## src/rtl/rob_alloc_ctrl_pkg.sv

```systemverilog
// Shared constants for the ROB allocation / ID-stage control slice.
package rob_alloc_ctrl_pkg;

    localparam int unsigned ROB_DEPTH_DFLT      = 8;
    localparam int unsigned RECOVER_CYCLES_DFLT = 2;

    // Recover counter covers RECOVER_CYCLES up to 15
    localparam int unsigned RCNT_W = 4;

    localparam logic [0:0] ST_RUN     = 1'b0;
    localparam logic [0:0] ST_RECOVER = 1'b1;

endpackage

```

## src/rtl/rob_alloc_ctrl_rob_ptr.sv

```systemverilog
// Wrap-around ROB pointer with enable and synchronous clear.
module rob_alloc_ctrl_rob_ptr #(
    parameter int unsigned W = 3
) (
    input  logic         clk,
    input  logic         rst_n,
    input  logic         en,
    input  logic         clr,
    output logic [W-1:0] ptr
);

    // Depth is a power of two, so natural overflow provides the wrap
    always_ff @(posedge clk or negedge rst_n) begin
        if (!rst_n) begin
            ptr <= '0;
        end else if (clr) begin
            ptr <= '0;
        end else if (en) begin
            ptr <= ptr + W'(1);
        end
    end

endmodule

```

## src/rtl/rob_alloc_ctrl.sv

```systemverilog
// ROB tag allocation, occupancy tracking and ID-register stall/flush control
// with a fixed-length recovery sequence after a flush.
module rob_alloc_ctrl
    import rob_alloc_ctrl_pkg::*;
#(
    parameter int unsigned ROB_DEPTH      = ROB_DEPTH_DFLT,
    parameter int unsigned RECOVER_CYCLES = RECOVER_CYCLES_DFLT,
    localparam int unsigned PW            = $clog2(ROB_DEPTH),
    localparam int unsigned CW            = PW + 1
) (
    input  logic          clk,
    input  logic          rst_n,
    input  logic          cpu_en,
    input  logic          dec_valid,
    input  logic          ds_stall,
    input  logic          flush,
    input  logic          commit_valid,
    input  logic [PW-1:0] commit_rob,
    output logic [PW-1:0] alloc_rob,
    output logic          id_stall,
    output logic          id_flush,
    output logic [CW-1:0] rob_count,
    output logic          rob_full,
    output logic          rob_empty,
    output logic          commit_err
);

    logic [0:0]        state;
    logic [0:0]        state_nxt;
    logic [RCNT_W-1:0] rcnt;
    logic [RCNT_W-1:0] rcnt_nxt;
    logic [PW-1:0]     head;
    logic              in_recover;
    logic              ptr_clr;
    logic              do_alloc;
    logic              commit_try;
    logic              do_commit;
    logic              commit_bad;

    assign in_recover = (state == ST_RECOVER);
    assign rob_full   = (rob_count == CW'(ROB_DEPTH));
    assign rob_empty  = (rob_count == '0);
    assign id_stall   = ds_stall | rob_full | flush | in_recover;
    assign id_flush   = flush | in_recover;

    // Flush outranks commit/alloc; commits during flush or recovery are dropped silently
    assign ptr_clr    = cpu_en & flush;
    assign do_alloc   = cpu_en & dec_valid & ~id_stall;
    assign commit_try = cpu_en & commit_valid & ~flush & ~in_recover;
    assign do_commit  = commit_try & ~rob_empty & (commit_rob == head);
    assign commit_bad = commit_try & ~do_commit;

    rob_alloc_ctrl_rob_ptr #(.W(PW)) u_head (
        .clk   (clk),
        .rst_n (rst_n),
        .en    (do_commit),
        .clr   (ptr_clr),
        .ptr   (head)
    );

    rob_alloc_ctrl_rob_ptr #(.W(PW)) u_tail (
        .clk   (clk),
        .rst_n (rst_n),
        .en    (do_alloc),
        .clr   (ptr_clr),
        .ptr   (alloc_rob)
    );

    always_ff @(posedge clk or negedge rst_n) begin
        if (!rst_n) begin
            state <= ST_RUN;
            rcnt  <= '0;
        end else begin
            state <= state_nxt;
            rcnt  <= rcnt_nxt;
        end
    end

    // Recovery sequencing; a flush in either state restarts the count
    always_comb begin
        state_nxt = state;
        rcnt_nxt  = rcnt;
        if (cpu_en) begin
            if (flush) begin
                state_nxt = ST_RECOVER;
                rcnt_nxt  = RCNT_W'(RECOVER_CYCLES - 1);
            end else if (in_recover) begin
                if (rcnt == '0) begin
                    state_nxt = ST_RUN;
                end else begin
                    rcnt_nxt = rcnt - RCNT_W'(1);
                end
            end
        end
    end

    always_ff @(posedge clk or negedge rst_n) begin
        if (!rst_n) begin
            rob_count <= '0;
        end else if (ptr_clr) begin
            rob_count <= '0;
        end else begin
            rob_count <= rob_count + CW'(do_alloc) - CW'(do_commit);
        end
    end

    always_ff @(posedge clk or negedge rst_n) begin
        if (!rst_n) begin
            commit_err <= 1'b0;
        end else if (commit_bad) begin
            commit_err <= 1'b1;
        end
    end

endmodule

```

## config.mk

```make
export PLATFORM = sky130hd
export DESIGN_NAME = rob_alloc_ctrl
export DESIGN_NICKNAME = d
export VERILOG_FILES = /design/src/rtl/rob_alloc_ctrl_pkg.sv /design/src/rtl/rob_alloc_ctrl_rob_ptr.sv /design/src/rtl/rob_alloc_ctrl.sv
export SDC_FILE = /design/constraint.sdc
export NUM_CORES = 1
export LEC_CHECK = 0
export CORE_UTILIZATION = 44
export DETAILED_ROUTE_END_ITERATION = 8
export GPL_ROUTABILITY_DRIVEN = 0
export PLACE_DENSITY = 0.83
export SYNTH_ARGS = -nofsm -noshare
export SYNTH_HDL_FRONTEND = slang
export SYNTH_SLANG_ARGS = --single-unit
```

## constraint.sdc

```tcl
create_clock -name clk -period 2.51 [get_ports clk]
set_clock_uncertainty 0.15 [all_clocks]
set_input_delay 0.502 -clock clk [delete_from_list [all_inputs] [get_ports clk]]
set_output_delay 0.502 -clock clk [all_outputs]
set_load 0.05 [all_outputs]
```

==> flow_summary.toml <==
[yosys]
synth_nets = 117
synth.most_common_cell = "sky130_fd_sc_hd__dfrtp_1"
yosys_register_bits = 16
syn_area_per_cell_um2 = 10.3
synth_seq_area_share_pct = 40.4
synth_simple_gate_area_share_pct = 22.9
synth.top_cells.by_count = "16 x sky130_fd_sc_hd__dfrtp_1, 10 x sky130_fd_sc_hd__ha_1, 10 x sky130_fd_sc_hd__inv_1"
flip_flop_cell_with_the_highest_count_after_synthesis = "sky130_fd_sc_hd__dfrtp_1"
yosys_warnings = 0
post_synth_instance_area_um2 = 991
synth_cells = 96
synth_compound_area_share_pct = 9.47
synth_cell_type_count = 31
synth_fa_ha_area_share_pct = 14.6
synth-xor-area-share_pct = 6.19
synthTopCellsByArea = "sky130_fd_sc_hd__dfrtp_1 40%, sky130_fd_sc_hd__ha_1 13%, sky130_fd_sc_hd__xnor2_1 4.4%"
synth_top_cell_area_share_pct = 40.4
synth_top_family_by_area = "simple AND/OR/NAND/NOR gates"
synth_top_area_cell = "sky130_fd_sc_hd__dfrtp_1"
asyncSetResetFlopFracSynth_pct = 100
synth.mux.area_fraction_pct = 1.01
synth_enable_flop_cells = 0

[floorplan]
io_pins = 22
initial_core_utilization_pct = 48.5
fp.dieArea_mm2 = 0.00245
rows = 16
die-width_um = 49.5
floorplan.core_area_mm2 = 0.00204
die_h_um = 49.5

[power]
switching_share_pct = 44.1
power_report.internal_total_mw = 0.718
finalPower_mw = 1.28
ir_worst_vdd_mv = 0.853
combinationalPowerShare_pct = 56.7
power.net_switching_mw = 0.566
power.sequential.fraction_pct = 29.6
power-per-cell-area_mw_per_mm2 = 866
static-leakage-power_nw = 0.678
clock_power_share_pct = 13.6

[critical_path]
cp.required_ns = 2.60
critical_path.slowest_cell = "sky130_fd_sc_hd__fa_2"
worstPathMaxFanout = 3
cp-start-kind = "register"
worstSetupEndpointType = "register"
worst_r2r_path_depth = 10
critPathKind = "reg2reg"
timing.critical_path.slowest_cell_delay_ns = 0.50
worst_ep_arrival_time_ns = 2.55
cp_cell_sequence = "inv_4 -> ha_2 -> nor3b_4 -> nor4b_4 -> nand2_2 -> ha_4 -> inv_2 -> ha_4 -> fa_2 -> and2_1"
ff2ff_setup_slack_ns = 0.06
timing.critical_path.mode_cell = "sky130_fd_sc_hd__ha_4"

[timing]
clock.fmax_ghz = 0.407
holdWs_ns = 0.353
final-hold-violation-count = 0
min_period_over_period_pct = 97.8
worst_pin_slew_ns = 0.723
setup_violations = 0
final-max-slew-violation-count = 0
period_needed_ns = 2.45
totalNegativeSetupSlack_ns = 0
maxSlewHeadroom_pct = 51.7

[final_layout]
area_growth_pct = 49.5
multiInputGateArea_um2 = 644
antennaDiodeCount = 0
final_cell_count_no_fill = 160
num-fill-cells = 151
drive_gt1_share_pct = 33.8
fin_nets = 155
post-route-util_pct = 72.5
sequential_cell_area_um2 = 403

[cts]
clkSlewWorstSetupHoldPaths_ns = 0.10
cts_root_buffer = "sky130_fd_sc_hd__clkbuf_4"
htree_levels = 1
tritoncts = "built"
cts_max_path_buffers = 2
tritoncts_buffers = 3
clock_sink_count = 16
clk-insertion-delay-late_ns = 0.29

[placed_design]
place_hpwl_um = 1750
dp.cells = 152
port_buffers = 21

[run]
max_cap_violations = 0

[grt]
grt_pass1_vias = 907
groute.usage.overall_pct = 22.0
globalRouteOverflowTotal = 0
antenna_found_initial = 0
wire_length_of_the_first_global_routing_pass_um = 3950
pin_count_of_the_biggest_net_entering_global_routing = 17

[drt]
postRouteWirelength_um = 2310
route.vias.total = 839
drtPass1Iterations = 4
drc = 0
ant_nets = 0
detailedRoute.firstIterationViolations = 5
detail_route.wl_per_cell_um = 14.4
via_to_cell_ratio = 5.24

[min_path]
min_path_type = "reg2reg"
hold_depth = 1

[run_status]
run_status = "finished clean"
cell type report:
type | instances | share of cell area, %
inverter | 10 | 2.70
tap | 27 | 2.28
clock buffer | 4 | 2.45
multi-input combinational | 68 | 43.5
sequential | 16 | 27.2
timing repair buffer | 35 | 21.9
flip-flops by register name, indices dropped and copies added (netlist names):
register,cells
commit_err,1
in_recover,1
rcnt,4
rob_count,4
u_head.ptr,3
u_tail.ptr,3
worst max-delay path: cells and delay by family (launching register included):
kind,cells,cell delay (ns)
fa+ha+maj,4,1.09
buf+inv,2,0.08
flops,1,0.40
simple gates,4,0.68
cell families (layout without fill, tap and decap cells):
family | after synthesis | after routing
AND/OR/NAND/NOR | 34 | 34
flip-flops | 16 | 16
multiplexers | 1 | 1
AO/OA/AOI/OAI | 15 | 15
adder cells (fa/ha/maj) | 11 | 11
buffers and inverters | 12 | 49
XOR/XNOR | 7 | 7
metrics by stage:
step	setup slack, ns	area (um2)
2_1_floorplan	-0.301	1050
3_3_place_gp	-0.418	1360
3_5_place_dp	-0.450	1360
4_1_cts	-0.00156	1420
5_1_grt	-0.00702	1480
6_report	0.0550	1480
power groups by stage:
| stage | clock, mW | sequential (mW) | combinational [mW] |
|---|---|---|---|
| 6_report | 0.175 | 0.380 | 0.728 |
| 2_1_floorplan | 0 | 0.481 | 0.383 |
| 3_5_place_dp | 0 | 0.382 | 0.694 |
| 4_1_cts | 0.179 | 0.377 | 0.702 |
| 3_3_place_gp | 0 | 0.375 | 0.667 |
| 5_1_grt | 0.188 | 0.388 | 0.781 |
layer usage:
metal  global-route usage [%]  wire length (um)
met5                        0                 0
met4                     15.2               123
met3                     3.09                92
met2                     38.6              1150
met1                     24.5               941
cell usage in the layout, fill, tap and decap left out, types with 3 or more instances in the layout:
cell                              netlist  routed
sky130_fd_sc_hd__a21oi_1                4       3
sky130_fd_sc_hd__inv_2                  0       3
sky130_fd_sc_hd__nand3_1                4       4
sky130_fd_sc_hd__clkbuf_4               0       3
sky130_fd_sc_hd__nand2_1                5       4
sky130_fd_sc_hd__xnor2_1                5       4
sky130_fd_sc_hd__inv_1                 10       6
sky130_fd_sc_hd__dlymetal6s2s_1         0       3
sky130_fd_sc_hd__buf_4                  0      17
sky130_fd_sc_hd__o21ai_0                3       3
sky130_fd_sc_hd__dfrtp_1               16      14
sky130_fd_sc_hd__and2_1                 4       3
sky130_fd_sc_hd__ha_4                   0       4
sky130_fd_sc_hd__nor2_1                 9       9
sky130_fd_sc_hd__ha_1                  10       5
sky130_fd_sc_hd__clkdlybuf4s50_1        0      13
worst paths after layout:
path | startpoint | end
min in group asynchronous | rst_n | rob_count[1]
worst min-delay path | commit_err | commit_err
worst max-delay path | rob_count[2] | rob_count[1]
max in group asynchronous | rst_n | rob_count[3]
worst max register to register | rob_count[2] | rob_count[1]
worst min register to register | commit_err | commit_err
repair_timing:
item / 4_1_cts / 5_1_grt
pin swaps: 4 / 8
gates resized for setup: 2 / 10
hold buffers: 0 / 0
buffers inserted: 2 / 2
endpoints found under the setup margin: 4 / 3
Note: power is estimated with default switching activity, not from simulation.
